**config.mk**
```make
export PLATFORM = sky130hd
export DESIGN_NAME = pll_param_sequencer
export DESIGN_NICKNAME = d
export VERILOG_FILES = /design/src/rtl/pll_reconfig_pkg.sv /design/src/rtl/pll_profile_rom.sv /design/src/rtl/pll_param_sequencer.sv
export SDC_FILE = /design/constraint.sdc
export NUM_CORES = 1
export LEC_CHECK = 0
export ABC_CLOCK_PERIOD_IN_PS = 4400
export CORE_MARGIN = 1
export CORE_UTILIZATION = 35
export DETAILED_ROUTE_END_ITERATION = 7
export PLACE_DENSITY_LB_ADDON = 0.05
export SLEW_MARGIN = 5
export SYNTH_ARGS = -nofsm -noshare
export SYNTH_HDL_FRONTEND = slang
export SYNTH_HIERARCHICAL = 1
export SYNTH_SLANG_ARGS = --single-unit
```
**constraint.sdc**
```tcl
create_clock -name clk -period 4.4 [get_ports clk]
set_input_delay 0.66 -clock clk [delete_from_list [all_inputs] [get_ports clk]]
set_output_delay 0.66 -clock clk [all_outputs]
set_load 0.03 [all_outputs]
```
**src/rtl/pll_reconfig_pkg.sv**
```systemverilog
// Shared types for the PLL reconfiguration path: ALTPLLRECONFIG counter and
// parameter codes, the profile ROM entry layout and the sequencer states.
package pll_reconfig_pkg;
  localparam int TYPE_W  = 4;
  localparam int PARAM_W = 3;
  localparam int VAL_W   = 9;

  typedef enum logic [TYPE_W-1:0] {
    CT_N  = 4'd0, CT_M  = 4'd1, CT_CPLF = 4'd2, CT_VCO = 4'd3,
    CT_C0 = 4'd4, CT_C1 = 4'd5, CT_C2   = 4'd6, CT_C3  = 4'd7, CT_C4 = 4'd8
  } ctype_e;

  typedef enum logic [PARAM_W-1:0] {
    CP_HIGH = 3'd0, CP_LOW = 3'd1, CP_BYPASS = 3'd4, CP_ODD = 3'd5
  } cparam_e;

  // 16-bit ROM word: {type[3:0], param[2:0], value[8:0]}
  typedef struct packed {
    logic [TYPE_W-1:0]  ctype;
    logic [PARAM_W-1:0] cparam;
    logic [VAL_W-1:0]   value;
  } entry_t;

  typedef enum logic [3:0] {
    S_IDLE, S_LOAD, S_WRITE, S_GUARD, S_WAIT,
    S_RCFG, S_RGUARD, S_RWAIT, S_DONE, S_ERROR
  } state_e;

  function automatic entry_t mk_entry(ctype_e t, cparam_e p, logic [VAL_W-1:0] v);
    entry_t e;
    e.ctype  = t;
    e.cparam = p;
    e.value  = v;
    return e;
  endfunction
endpackage

```
**src/rtl/pll_profile_rom.sv**
```systemverilog
// Frequency plans: the counter writes for each profile, in issue order.
// This is the only file that changes when a frequency plan changes.
module pll_profile_rom
  import pll_reconfig_pkg::*;
#(
  parameter int NUM_PROFILES = 4,
  parameter int ENTRIES      = 8,
  localparam int PW = (NUM_PROFILES > 1) ? $clog2(NUM_PROFILES) : 1,
  localparam int IW = (ENTRIES > 1) ? $clog2(ENTRIES) : 1
) (
  input  logic [PW-1:0] profile,
  input  logic [IW-1:0] index,
  output entry_t        entry
);
  logic [PW-1:0] prof;

  // Unused profile codes fall back to profile 0.
  if ((1 << PW) == NUM_PROFILES) begin : g_pow2
    assign prof = profile;
  end else begin : g_clip
    assign prof = (32'(profile) < NUM_PROFILES) ? profile : '0;
  end

  always_comb begin
    case (int'({prof, index}))
      0:  entry = mk_entry(CT_N,  CP_HIGH,   9'd1);
      1:  entry = mk_entry(CT_N,  CP_LOW,    9'd1);
      2:  entry = mk_entry(CT_M,  CP_HIGH,   9'd10);
      3:  entry = mk_entry(CT_M,  CP_LOW,    9'd10);
      4:  entry = mk_entry(CT_C0, CP_HIGH,   9'd5);
      5:  entry = mk_entry(CT_C0, CP_LOW,    9'd5);
      6:  entry = mk_entry(CT_C0, CP_ODD,    9'd0);
      7:  entry = mk_entry(CT_C1, CP_BYPASS, 9'd1);
      8:  entry = mk_entry(CT_N,  CP_HIGH,   9'd1);
      9:  entry = mk_entry(CT_N,  CP_LOW,    9'd1);
      10: entry = mk_entry(CT_M,  CP_HIGH,   9'd12);
      11: entry = mk_entry(CT_M,  CP_LOW,    9'd12);
      12: entry = mk_entry(CT_C0, CP_HIGH,   9'd4);
      13: entry = mk_entry(CT_C0, CP_LOW,    9'd4);
      14: entry = mk_entry(CT_C0, CP_ODD,    9'd0);
      15: entry = mk_entry(CT_C1, CP_BYPASS, 9'd1);
      16: entry = mk_entry(CT_N,  CP_HIGH,   9'd2);
      17: entry = mk_entry(CT_N,  CP_LOW,    9'd1);
      18: entry = mk_entry(CT_M,  CP_HIGH,   9'd16);
      19: entry = mk_entry(CT_M,  CP_LOW,    9'd15);
      20: entry = mk_entry(CT_C0, CP_HIGH,   9'd5);
      21: entry = mk_entry(CT_C0, CP_LOW,    9'd4);
      22: entry = mk_entry(CT_C0, CP_ODD,    9'd1);
      23: entry = mk_entry(CT_C1, CP_BYPASS, 9'd0);
      24: entry = mk_entry(CT_N,  CP_HIGH,   9'd1);
      25: entry = mk_entry(CT_N,  CP_LOW,    9'd1);
      26: entry = mk_entry(CT_M,  CP_HIGH,   9'd20);
      27: entry = mk_entry(CT_M,  CP_LOW,    9'd20);
      28: entry = mk_entry(CT_C0, CP_HIGH,   9'd6);
      29: entry = mk_entry(CT_C0, CP_LOW,    9'd6);
      30: entry = mk_entry(CT_C0, CP_ODD,    9'd0);
      31: entry = mk_entry(CT_C1, CP_BYPASS, 9'd1);
      default: entry = '0;
    endcase
  end
endmodule

```
**src/rtl/pll_param_sequencer.sv**
```systemverilog
// DDS PLL reconfiguration sequencer: on start, streams one profile's counter
// settings into ALTPLLRECONFIG paced by busy, then fires a reconfig strobe.
module pll_param_sequencer
  import pll_reconfig_pkg::*;
#(
  parameter int NUM_PROFILES = 4,
  parameter int ENTRIES      = 8,
  parameter int DATA_W       = 9,
  parameter int TIMEOUT      = 1023,
  localparam int PW = (NUM_PROFILES > 1) ? $clog2(NUM_PROFILES) : 1,
  localparam int IW = (ENTRIES > 1) ? $clog2(ENTRIES) : 1,
  localparam int TW = $clog2(TIMEOUT + 1)
) (
  input  logic               clk,
  input  logic               reset,
  input  logic               start,
  input  logic [PW-1:0]      profile,
  input  logic               busy,
  output logic               write_param,
  output logic               reconfig,
  output logic [TYPE_W-1:0]  counter_type,
  output logic [PARAM_W-1:0] counter_param,
  output logic [DATA_W-1:0]  data_in,
  output logic               active,
  output logic               done,
  output logic               error
);
  state_e        state, state_nxt;
  logic [PW-1:0] prof;
  logic [IW-1:0] index;
  logic [TW-1:0] timer;
  entry_t        rom_entry;
  logic          idle_like, accept, last, waiting, expired;

  assign idle_like = (state == S_IDLE) || (state == S_DONE) || (state == S_ERROR);
  assign accept    = idle_like && start;
  assign last      = (index == IW'(ENTRIES - 1));
  assign waiting   = (state == S_WAIT) || (state == S_RWAIT);
  // timer counts busy cycles already spent in this wait; this is the TIMEOUT-th
  assign expired   = busy && (timer == TW'(TIMEOUT - 1));

  pll_profile_rom #(.NUM_PROFILES(NUM_PROFILES), .ENTRIES(ENTRIES)) u_rom (
    .profile (prof),
    .index   (index),
    .entry   (rom_entry)
  );

  always_ff @(posedge clk) begin
    if (reset) state <= S_IDLE;
    else       state <= state_nxt;
  end

  always_comb begin
    state_nxt = state;
    unique case (state)
      S_IDLE, S_DONE, S_ERROR: if (start) state_nxt = S_LOAD;
      S_LOAD:   state_nxt = S_WRITE;
      S_WRITE:  state_nxt = S_GUARD;
      S_GUARD:  state_nxt = S_WAIT;
      S_WAIT: begin
        if (!busy)        state_nxt = last ? S_RCFG : S_LOAD;
        else if (expired) state_nxt = S_ERROR;
      end
      S_RCFG:   state_nxt = S_RGUARD;
      S_RGUARD: state_nxt = S_RWAIT;
      S_RWAIT: begin
        if (!busy)        state_nxt = S_DONE;
        else if (expired) state_nxt = S_ERROR;
      end
      default:  state_nxt = S_IDLE;
    endcase
  end

  always_comb begin
    write_param = (state == S_WRITE);
    reconfig    = (state == S_RCFG);
    active      = !idle_like;
    done        = (state == S_DONE);
    error       = (state == S_ERROR);
  end

  // Fields are captured once per LOAD so they hold through the busy handshake.
  always_ff @(posedge clk) begin
    if (reset) begin
      prof          <= '0;
      index         <= '0;
      timer         <= '0;
      counter_type  <= '0;
      counter_param <= '0;
      data_in       <= '0;
    end else begin
      if (accept) begin
        prof  <= profile;
        index <= '0;
      end else if (state == S_WAIT && !busy && !last) begin
        index <= index + 1'b1;
      end
      timer <= (waiting && busy) ? timer + 1'b1 : '0;
      if (state == S_LOAD) begin
        counter_type  <= rom_entry.ctype;
        counter_param <= rom_entry.cparam;
        data_in       <= DATA_W'(rom_entry.value);
      end
    end
  end
endmodule

```
### Word level (Yosys, flattened, before mapping)

Memory sizes are Yosys's and may differ from the RTL's. A register that Yosys moved wholly into a read port is not among the register bits.
Index checks and enable logic that the tools add are counted.

* reductions and logical operators: 15
* bitwise logic cells: 1
* equal/unequal tests: 12
* mux-type cells: 6
* add/subtract/negate cells: 2

Operator list (count)
* $pmux 4 s8: 1
* $eq 4x3->1 const B: 4
* $mux 4: 4
* $add 10x1->10 const B: 1
* $eq 10x10->1 const B: 1
* $eq 4x2->1 const B: 2
* $eq 4x4->1 const B: 2
* $logic_and 1x1->1: 5
* $eq 4x1->1 const B: 1
* $logic_not 4->1: 1
* $reduce_or 2->1: 2
* $add 3x1->3 const B: 1
* $eq 3x3->1 const B: 1
* $logic_not 1->1: 3
* $logic_or 1x1->1: 3
* $mux 3: 1
* $reduce_or 3->1: 1
* $ne 2x2->1 const B: 1
* $not 1->1: 1

* output and inout port bits: 21
* flip-flop bits (word level): 35
* bits of input ports: 6
* word-level logic and storage cells: 44
* memories kept: 1
* memory bits (read-only): 288

Memory list
* (name not given): depth 32, width 9, rd ports 1, clocked after memory_dff 1, write ports 0, line pll_profile_rom.sv:25 `case (int'({prof, index}))`

### Depth between registers and ports, before layout

Gate-level depths: netlist of run 1.

* depth after elaboration: 5
* mapped depth: 8
* mapped depth without buffers: 7

### Cells and area by module

The synthesis of run 1 kept the hierarchy.

Modules (own cells, without submodules)
* pll_param_sequencer: sequential area each 700.7 µm², cells each 185, area an instance 1527.7 µm², instances 1
* pll_profile_rom: sequential area each 0.0 µm², cells each 41, area an instance 302.8 µm², instances 1

### Worst setup path before layout of run 1

OpenSTA, ideal clock, no wires.

* path type: flip-flop to output port
* from: reg state[1]
* to: out write_param
* data arrival time: 1.487 ns
* required time: 3.740 ns
* setup slack: 2.253 ns
* buffers on the path: 0
* cell stages (with the launch flop): 3
* cells stage by stage: dfxtp_1 inv_1 nor4_1

* word-level cells in the longest chain between the ends: 1

RTL lines
* from (decl): line pll_param_sequencer.sv:28 `state_e state, state_nxt;`
* from (signal assigned): line pll_param_sequencer.sv:50 `else state <= state_nxt;`
* $eq 4x2->1: line pll_param_sequencer.sv:75 `write_param = (state == S_WRITE);`
* to (decl): line pll_param_sequencer.sv:19 `output logic write_param,`

No other way between the ends.

### Worst setup path in the final report of run 1

* from: reg state[3]
* to: out active

* word-level cells in the longest chain between the ends: 4
* elaborated cells on any way between the ends: 6
* classes of those cells: eq/ne (2); reduce/logical (4)

RTL lines
* $eq 4x4->1 or $logic_not 4->1 (tied branches): line pll_param_sequencer.sv:35 `assign idle_like = (state == S_IDLE) || (state == S_DONE) || (state == S_ERROR);`
* $logic_or 1x1->1: line pll_param_sequencer.sv:35
* $logic_or 1x1->1 *: line pll_param_sequencer.sv:35
* $logic_not 1->1 *: line pll_param_sequencer.sv:77 `active = !idle_like;`
* to (decl): line pll_param_sequencer.sv:24 `output logic active,`

Every way passes the cells marked *; elsewhere a longest branch is shown, timed or not.

==> run metrics, run 1 <==
worst skew pair latency=290 ps; GRT Residual Overflow=0; Area Overhead vs Synth=17.5%; TritonCTS clock tree=yes; clock buffers created by TritonCTS=5; dpl cells=roughly 310; cell taking the most area after synthesis=sky130_fd_sc_hd__dfxtp_1; Pwr Density=about 350 nW/µm²; number of global-route vias before repair=about 1,400; flip-flop cell with the highest count after synthesis=sky130_fd_sc_hd__dfxtp_1; net count of the finished layout=roughly 260; hold_buf cts=0; clock-pin slew on the worst setup and hold paths=approximately 70 ps; number of failing setup endpoints in the final timing report=0; leading cell types by count after synthesis=41 x sky130_fd_sc_hd__nand2_1, 35 x sky130_fd_sc_hd__dfxtp_1, 22 x sky130_fd_sc_hd__a21oi_1; count of antenna diodes in the layout=0; Port-buffer cells=26; Worst path slowest cell=sky130_fd_sc_hd__clkdlybuf4s50_1; max-cap violations=0; standby leakage power=approximately 0.00077 µW; global router's overall resource usage=roughly 14%; sequential-to-total area share from yosys stat=between 30% and 40%; final WL=approximately 3500 µm; HPWL reported at the end of detailed placement=2470 µm; via count=roughly 1,500; Max FO, Critical Path=14; destination of the worst hold path=data_in[7]$_SDFFE_PP0P_; slew at the pin with the worst max-slew slack=967 ps; number of warnings issued by yosys=6; most frequent cell after synthesis=sky130_fd_sc_hd__nand2_1; crit share post-route=between 70 and 80%; IR drop worst, VDD=approximately 190 µV; arrival time worst endpoint=approximately 2500 ps; row count=25; Cells on Worst Hold Path=2; worst slew slack as a fraction of its limit=approximately a third; height of the die=between 70 and 80 µm; maximum clock skew at final layout=just under 4 ps; top-level I/O count=27; post-placement cell area=around 2100 µm²; reg-to-reg critical path startpoint=state[3]$_SDFFE_PP0P_; cell types with the largest area share after synthesis=sky130_fd_sc_hd__dfxtp_1 38%, sky130_fd_sc_hd__nand2_1 8.4%, sky130_fd_sc_hd__ha_1 6.8%, sky130_fd_sc_hd__a21oi_1 6.0%, sky130_fd_sc_hd__buf_4 4.1%; start-to-end type of the worst setup path=flop to primary output; first-pass GRT wire length=between 6000 and 7000 µm; RePlAce Congestion=~0.83; final count of pins violating max slew=0; count of unique library cells instantiated by Yosys=46; depth of the most critical reg-to-reg path=5; post-route non-filler standard cell count=about 310; Hold Path Class=flop to flop; Post-synth EDFFs=0; share of the synthesized area in the top cell type=38.3%; Hold Violations, Final=0; Crit path required time=around 3700 ps; Non-Filler Cell Area, Final=2150 µm²; number of flip-flops and latches in the synthesized netlist=35; endpoint kind of the worst setup timing path=primary output; placeable core region=just under 5000 µm²; antenna violations before repair=0; horizontal die dimension=about 74 µm; slack of the worst reg-to-reg path=between 2000 and 2500 ps; crit start category=flop; violation count after the first detailed-route iteration=53; final worst path period need=3130 ps; count of buffers added by post-CTS timing repair for setup=0; Residual DRC=0; smallest hold slack=451 ps; cells along the critical path=and2b_2, nor3_1, inv_1, clkdlybuf4s50_1; Synth Area per Inst=8.10 µm²; area enclosed by the die boundary=5520 µm²; Setup TNS Final=0 ps; Bufs on Longest Clock Path=2; cell area after technology mapping=~1800 µm²; Hold Startpoint=data_in[7]$_SDFFE_PP0P_; worst flop-to-flop path endpoint=state[3]$_SDFFE_PP0P_; antenna violation net count after detailed routing=0; Initial DRT Pass Iterations=4; starting utilization of the core area=a little under two fifths; detail-routed net length per standard cell=about 11 µm; RSZ-0062 raised after global routing=no; peak per-stage delay on the critical path=~630 ps; Max Freq=about 0.32 GHz; Synth async-reset ratio=0%; buffer cell driving the clock tree root=sky130_fd_sc_hd__clkbuf_8; cell count after synthesis=between 200 and 250; quantity of gates resized following cts=0; layout cells sized above 1=between 5 and 6%; status=finished clean; pin count of the biggest net entering global routing=25; CTS HTree Levels=2; mean number of vias per cell=about 4.8; number of clock sinks seen by CTS=35
## critical path, delay by kind of cell (launching register included)
kind	cells	cell delay [ps]
DFF	1	560
and+or+nand+nor	2	840
buffers and inverters	2	770
## layout make-up
type | instances | area, µm²
multi-input cells | 169 | 988
repair buffers | 27 | 268
well taps | 67 | 83.8
fillers | 541 | 2730
clock buffers | 5 | 68.8
inverters | 7 | 26.3
clock inverters | 3 | 15.0
flip-flops and latches | 35 | 701
## cell families after synthesis
family | Yosys count | share of synthesized area (%)
adders and majority gates | 10 | 6.84
muxes | 4 | 2.26
and+or+nand+nor | 96 | 24.5
xor gates and xnor gates | 8 | 3.83
DFF | 35 | 38.3
AOI/OAI and AO/OA | 44 | 15.1
buffers and inverters | 28 | 8.95
other | 1 | 0.205
## stage by stage
stage          setup slack [ps]  utilization, %  power, µW
2_1_floorplan              2250               -        487
3_3_place_gp               1600            42.4        542
3_5_place_dp               1540            42.4        541
4_1_cts                    1210            44.1        771
5_1_grt                    1010            44.1        805
6_report                   1270            44.1        754
## registers in the layout, indices dropped and copies added (netlist names)
name	count
state	4
counter_param	3
data_in	9
timer	10
counter_type	4
index	3
prof	2
## cells in the final DEF (no fill, tap or decap), drive strengths merged, types with 2 or more instances in the layout
| cell | count |
|---|---|
| mux2i | 3 |
| nand2 | 41 |
| nor4 | 4 |
| nor2b | 3 |
| clkbuf | 5 |
| and3 | 3 |
| o21ai | 6 |
| inv | 7 |
| ha | 10 |
| clkdlybuf4s50 | 26 |
| nor2 | 16 |
| o211ai | 2 |
| nand3 | 10 |
| xor2 | 5 |
| nor3 | 8 |
| dfxtp | 35 |
| nor3b | 2 |
| clkinv | 3 |
| conb | 7 |
| a211oi | 4 |
| or3 | 2 |
| a21oi | 22 |
| xnor2 | 3 |
## layer usage
metal	global-route usage [%]	vias up	part of all wire (%)	routed length, µm
met5	0	-	0	0
met4	6.92	0	1.9	68
met3	3.66	7	2.9	103
met2	22.8	23	45	1570
met1	18.4	682	50	1770
li1	-	805	-	-
## worst max path at each step
stage	from	slack, ps	depth (start not counted)	end
2_1_floorplan	state[1]$_SDFFE_PP0P_	2250	2	write_param
6_report	state[3]$_SDFFE_PP0P_	1270	4	active
4_1_cts	state[3]$_SDFFE_PP0P_	1210	4	active
3_5_place_dp	state[3]$_SDFFE_PP0P_	1540	4	active
5_1_grt	state[3]$_SDFFE_PP0P_	1010	4	active
3_3_place_gp	state[3]$_SDFFE_PP0P_	1600	4	active
## where the power goes
part           switching [µW]  internal (µW)
Sequential               22.8            335
Combinational             107           67.0
Clock                     114            108
Power figures use the tool's default switching activity.
==> inputs of run 2 (changes only) <==
--- a/config.mk
+++ b/config.mk
@@ -5,7 +5,7 @@
 export SDC_FILE = /design/constraint.sdc
 export NUM_CORES = 1
 export LEC_CHECK = 0
-export ABC_CLOCK_PERIOD_IN_PS = 4400
+export ABC_CLOCK_PERIOD_IN_PS = 3100
 export CORE_MARGIN = 1
 export CORE_UTILIZATION = 35
 export DETAILED_ROUTE_END_ITERATION = 7
==> constraint.sdc (replaced) <==
create_clock -name clk -period 3.1 [get_ports clk]
set_input_delay 0.465 -clock clk [delete_from_list [all_inputs] [get_ports clk]]
set_output_delay 0.465 -clock clk [all_outputs]
set_load 0.03 [all_outputs]
==> run 2 against run 1 <==
  * Sequential power rose by 42%
  * Combinational power rose by 47%
  * Sequential share of layout area fell by 0.65 points
  * Critical endpoint unchanged
  * Largest cell class unchanged
==> run metrics, run 2 (synthesized netlist as in run 1, its figures left out) <==
area enclosed by the die boundary=roughly 5500 µm²; antenna violation net count after detailed routing=0; dpl cells=roughly 310; max-cap violations=0; layout cells sized above 1=under 10%; Max Freq=0.405 GHz; final worst path period need=2470 ps; Setup TNS Final=0 ps; via count=1,528; Worst path slowest cell=sky130_fd_sc_hd__clkdlybuf4s50_1; hold_buf cts=0; status=finished clean; Port-buffer cells=26; Filler Cells Inserted=approximately 530; quantity of gates resized following cts=0; Area Overhead vs Synth=19.9%; post-placement cell area=approximately 2100 µm²; height of the die=roughly 74 µm; Pwr Density=between 500 and 600 nW/µm²; violation count after the first detailed-route iteration=63; peak per-stage delay on the critical path=about 600 ps; antenna violations before repair=0; CTS HTree Levels=2; endpoint kind of the worst setup timing path=primary output; horizontal die dimension=between 70 and 80 µm; starting utilization of the core area=between 30 and 40%; most common cell after layout, fill and taps aside=sky130_fd_sc_hd__nand2_1; Non-Filler Cell Area, Final=2190 µm²; commonest cells after routing, fill and taps aside=41 x sky130_fd_sc_hd__nand2_1, 35 x sky130_fd_sc_hd__dfxtp_1, 26 x sky130_fd_sc_hd__clkdlybuf4s50_1, 22 x sky130_fd_sc_hd__a21oi_1, 16 x sky130_fd_sc_hd__nor2_1; final count of pins violating max slew=0; cells along the critical path=and2b_2, nor3_1, inv_1, clkdlybuf4s50_1; Hold Violations, Final=0; clock-pin slew on the worst setup and hold paths=about 80 ps; maximum clock skew at final layout=4.22 ps; slack of the worst reg-to-reg path=~1200 ps; Bufs on Longest Clock Path=2; FF/Latch Area=about 700 µm²; slew at the pin with the worst max-slew slack=814 ps; RSZ-0062 raised after global routing=no; Hold Path Class=flop to flop; Crit path required time=about 2600 ps; TritonCTS clock tree=yes; IR drop worst, VDD=271 µV; global router's overall resource usage=14.5%; net count of the finished layout=263; Max FO, Critical Path=14; mean number of vias per cell=4.85; top-level I/O count=27; number of clock sinks seen by CTS=35; worst slew slack as a fraction of its limit=around 46%; Largest register FFs=10; worst skew pair latency=290 ps; RePlAce Congestion=between 0.7 and 0.8; number of failing setup endpoints in the final timing report=0; HPWL reported at the end of detailed placement=2450 µm; buffer cell driving the clock tree root=sky130_fd_sc_hd__clkbuf_8; area of the multi-input gates=a little under 1000 µm²; Initial DRT Pass Iterations=4; start-to-end type of the worst setup path=flop to primary output; post-route non-filler standard cell count=~320; largest reg by FF count=timer; pin count of the biggest net entering global routing=25; placeable core region=between 4000 and 5000 µm²; crit share post-route=~80%; detail-routed net length per standard cell=11.4 µm; count of antenna diodes in the layout=0; row count=25; count of buffers added by post-CTS timing repair for setup=0; final WL=approximately 3600 µm; number of global-route vias before repair=between 1,000 and 1,500; clock buffers created by TritonCTS=5; standby leakage power=~0.00079 µW; GRT Residual Overflow=0; crit start category=flop; registers with the most flip-flops=timer: 10 flops, data_in: 9 flops; arrival time worst endpoint=~2000 ps; first-pass GRT wire length=approximately 6100 µm; Residual DRC=0
run 2: changes by cell type in the layout (fill, tap and decap cells not counted), sizes merged:
cell / delta
buf: +2
bufinv: +1
clkinv: -1
run 2: layout make-up:
cell class / count / share of cell area (%)
multi-input combinational: 169 / 45.0
sequential: 35 / 31.9
timing repair buffer: 29 / 12.9
tap: 67 / 3.82
clock buffer: 5 / 3.14
clock inverter: 3 / 2.00
inverter: 7 / 1.20
run 2: critical path: cells and delay by family (launching register included):
kind                   cells  cell delay, ps
buffers and inverters      2             690
DFF                        1             570
and+or+nand+nor            2             460
run 2: report_power, final:
part	switching, µW	internal (µW)	total (µW)
Combinational	154	101	256
Clock	176	239	416
Sequential	33.1	475	508
Total	364	816	1180
run 2: per-stage QoR:
stage / total power (µW) / util [%] / hold slack [ps] / setup slack, ps
2_1_floorplan: 692 / - / 433 / 1150
3_3_place_gp: 779 / 42.7 / 445 / 973
3_5_place_dp: 777 / 42.7 / 448 / 951
4_1_cts: 1200 / 45.0 / 459 / 625
5_1_grt: 1250 / 45.0 / 477 / 510
6_report: 1180 / 45.0 / 455 / 632
run 2: routing by layer:
metal / up-vias / share of wire, % / wire [µm] / GRT usage, %
met4: 0 / 1.6 / 57 / 5.66
met3: 7 / 2.8 / 101 / 3.25
li1: 806 / - / - / -
met5: - / 0 / 0 / 0
met1: 696 / 51 / 1810 / 18.8
met2: 19 / 45 / 1600 / 23.4
run 2: worst paths after layout:
path	cells after the start	start	endpoint
hold / removal	2	counter_type[0]$_SDFFE_PP0P_	counter_type[0]$_SDFFE_PP0P_
setup / recovery	4	state[3]$_SDFFE_PP0P_	active
setup reg to reg	4	state[2]$_SDFFE_PP0P_	index[1]$_SDFFE_PP0P_
hold reg to reg	2	counter_type[0]$_SDFFE_PP0P_	counter_type[0]$_SDFFE_PP0P_
==> inputs of run 3 (changes only) <==
--- a/config.mk
+++ b/config.mk
@@ -5,7 +5,7 @@
 export SDC_FILE = /design/constraint.sdc
 export NUM_CORES = 1
 export LEC_CHECK = 0
-export ABC_CLOCK_PERIOD_IN_PS = 3100
+export ABC_CLOCK_PERIOD_IN_PS = 2100
 export CORE_MARGIN = 1
 export CORE_UTILIZATION = 35
 export DETAILED_ROUTE_END_ITERATION = 7
==> constraint.sdc (replaced) <==
create_clock -name clk -period 2.1 [get_ports clk]
set_input_delay 0.315 -clock clk [delete_from_list [all_inputs] [get_ports clk]]
set_output_delay 0.315 -clock clk [all_outputs]
set_load 0.03 [all_outputs]
==> run 3 against run 2 <==
  * Worst hold slack lost 3.2 ps
  * Wire length grew 2.1%
  * Sequential cell count stayed put
  * Highest routed layer unchanged
  * Clock skew decreased by 2.1 ps
  * Critical path depth unchanged
==> run metrics, run 3 (synthesized netlist as in run 1, its figures left out) <==
FF/Latch Area=approximately 700 µm²; Crit path required time=approximately 1800 ps; number of clock sinks seen by CTS=35; arrival time worst endpoint=approximately 1600 ps; Max FO, Critical Path=6; final setup margin=roughly 210 ps; first-pass GRT wire length=6220 µm; Hold Startpoint=counter_type[3]$_SDFFE_PP0P_; peak per-stage delay on the critical path=roughly 420 ps; CTS HTree Levels=2; Hold Violations, Final=0; final WL=around 3700 µm; Bufs on Longest Clock Path=2; clock-pin slew on the worst setup and hold paths=around 70 ps; commonest cells after routing, fill and taps aside=41 x sky130_fd_sc_hd__nand2_1, 35 x sky130_fd_sc_hd__dfxtp_1, 22 x sky130_fd_sc_hd__a21oi_1, 21 x sky130_fd_sc_hd__clkdlybuf4s50_1, 16 x sky130_fd_sc_hd__nor2_1; Largest register FFs=10; count of antenna diodes in the layout=0; clock buffers created by TritonCTS=5; area enclosed by the die boundary=~5500 µm²; worst skew pair latency=between 200 and 300 ps; endpoint kind of the worst setup timing path=primary output; number of global-route vias before repair=1,388; global router's overall resource usage=between 10 and 15%; starting utilization of the core area=between 30% and 40%; Hold Path Class=flop to flop; height of the die=74.3 µm; max-cap violations=0; RSZ-0062 raised after global routing=no; antenna violations before repair=0; placeable core region=4880 µm²; Port-buffer cells=26; IR drop worst, VDD=between 300 and 400 µV; status=finished clean; standby leakage power=between 0.0008 and 0.0009 µW; smallest hold slack=roughly 450 ps; registers with the most flip-flops=timer: 10 flops, data_in: 9 flops; HPWL reported at the end of detailed placement=2540 µm; net count of the finished layout=~270; RePlAce Congestion=approximately 0.78; Setup TNS Final=0 ps; Filler Cells Inserted=517; via count=1,537; final count of pins violating max slew=0; placement-stage worst setup slack=about 220 ps; Non-Filler Cell Area, Final=roughly 2200 µm²; cells along the critical path=and2b_2, nor3_1, inv_1, dlygate4sd2_1; number of failing setup endpoints in the final timing report=0; mean number of vias per cell=4.79; Area Overhead vs Synth=22.3%; row count=25; hold_buf cts=0; maximum clock skew at final layout=about 2.1 ps; reg-to-reg critical path startpoint=state[2]$_SDFFE_PP0P_; final worst path period need=1890 ps; antenna violation net count after detailed routing=0; Max Freq=around 0.53 GHz; largest reg by FF count=timer; Worst path slowest cell=sky130_fd_sc_hd__dfxtp_1; most common cell after layout, fill and taps aside=sky130_fd_sc_hd__nand2_1; top-level I/O count=27; Pwr Density=roughly 790 nW/µm²; Residual DRC=0; detail-routed net length per standard cell=about 11 µm; post-placement cell area=~2100 µm²; depth of the most critical reg-to-reg path=4; horizontal die dimension=74.3 µm; violation count after the first detailed-route iteration=54; start-to-end type of the worst setup path=flop to primary output; TritonCTS clock tree=yes; Cells on Worst Hold Path=2; layout cells sized above 1=under 10%; slew at the pin with the worst max-slew slack=roughly 770 ps; worst slew slack as a fraction of its limit=around half; crit share post-route=~90%; crit start category=flop; area of the multi-input gates=roughly 990 µm²; GRT Residual Overflow=0; buffer cell driving the clock tree root=sky130_fd_sc_hd__clkbuf_8; Initial DRT Pass Iterations=4; pin count of the biggest net entering global routing=24; Worst Setup SP=state[3]$_SDFFE_PP0P_
## run 3: cell count changes in the layout (fill, tap and decap cells not counted), sizes merged
cell           before  now
clkbuf              5    6
dlygate4sd2         0    5
clkdlybuf4s50      26   21
clkinv              2    1
buf                 3    9
## run 3: metal layers
metal / GRT usage (%) / share of wire (%) / vias to the layer above
met4: 3.77 / 0.88 / 0
met5: 0 / 0 / -
met3: 4.88 / 2.8 / 4
li1: - / - / 820
met1: 18.8 / 51 / 690
met2: 24.0 / 45 / 23
## run 3: repair_timing
action | 4_1_cts | 5_1_grt
endpoints found under the setup margin | 5 | 0
resized for setup | 5 | 0
setup buffers | 0 | 0
## run 3: worst max-delay path, delay by kind of cell, from the launching register on
family / cells / cell delay [ps]
buffers and inverters: 2 / 440
and+or+nand+nor: 2 / 440
DFF: 1 / 420
## run 3: through the flow
| stage | power (µW) | utilization (%) | cells |
|---|---|---|---|
| floorplan | 1020 | - | 232 |
| detailed placement | 1160 | 43.6 | 313 |
| global route | 1880 | 45.9 | 321 |
| CTS | 1790 | 45.9 | 321 |
| finish | 1760 | 45.9 | 321 |
| global placement | 1170 | 43.6 | 313 |
## run 3: worst paths after layout
kind	slack (ps)	to
min	450	counter_type[3]$_SDFFE_PP0P_
max reg2reg	220	index[0]$_SDFFE_PP0P_
max	210	active
min reg2reg	450	counter_type[3]$_SDFFE_PP0P_
## run 3: where the power goes
part | switching, µW | leakage [µW] | internal, µW
clock network | 240 | 0.0000612 | 384
registers | 43.5 | 0.000284 | 701
logic | 238 | 0.000497 | 154
total | 521 | 0.000842 | 1240
## run 3: cell type report
cell class	instances	share of cell area (%)
Inverter	7	1.17
Sequential cell	35	31.3
Multi-Input combinational cell	169	44.2
Timing Repair Buffer	35	14.4
Clock buffer	6	3.69
Tap cell	67	3.75
Clock inverter	2	1.57
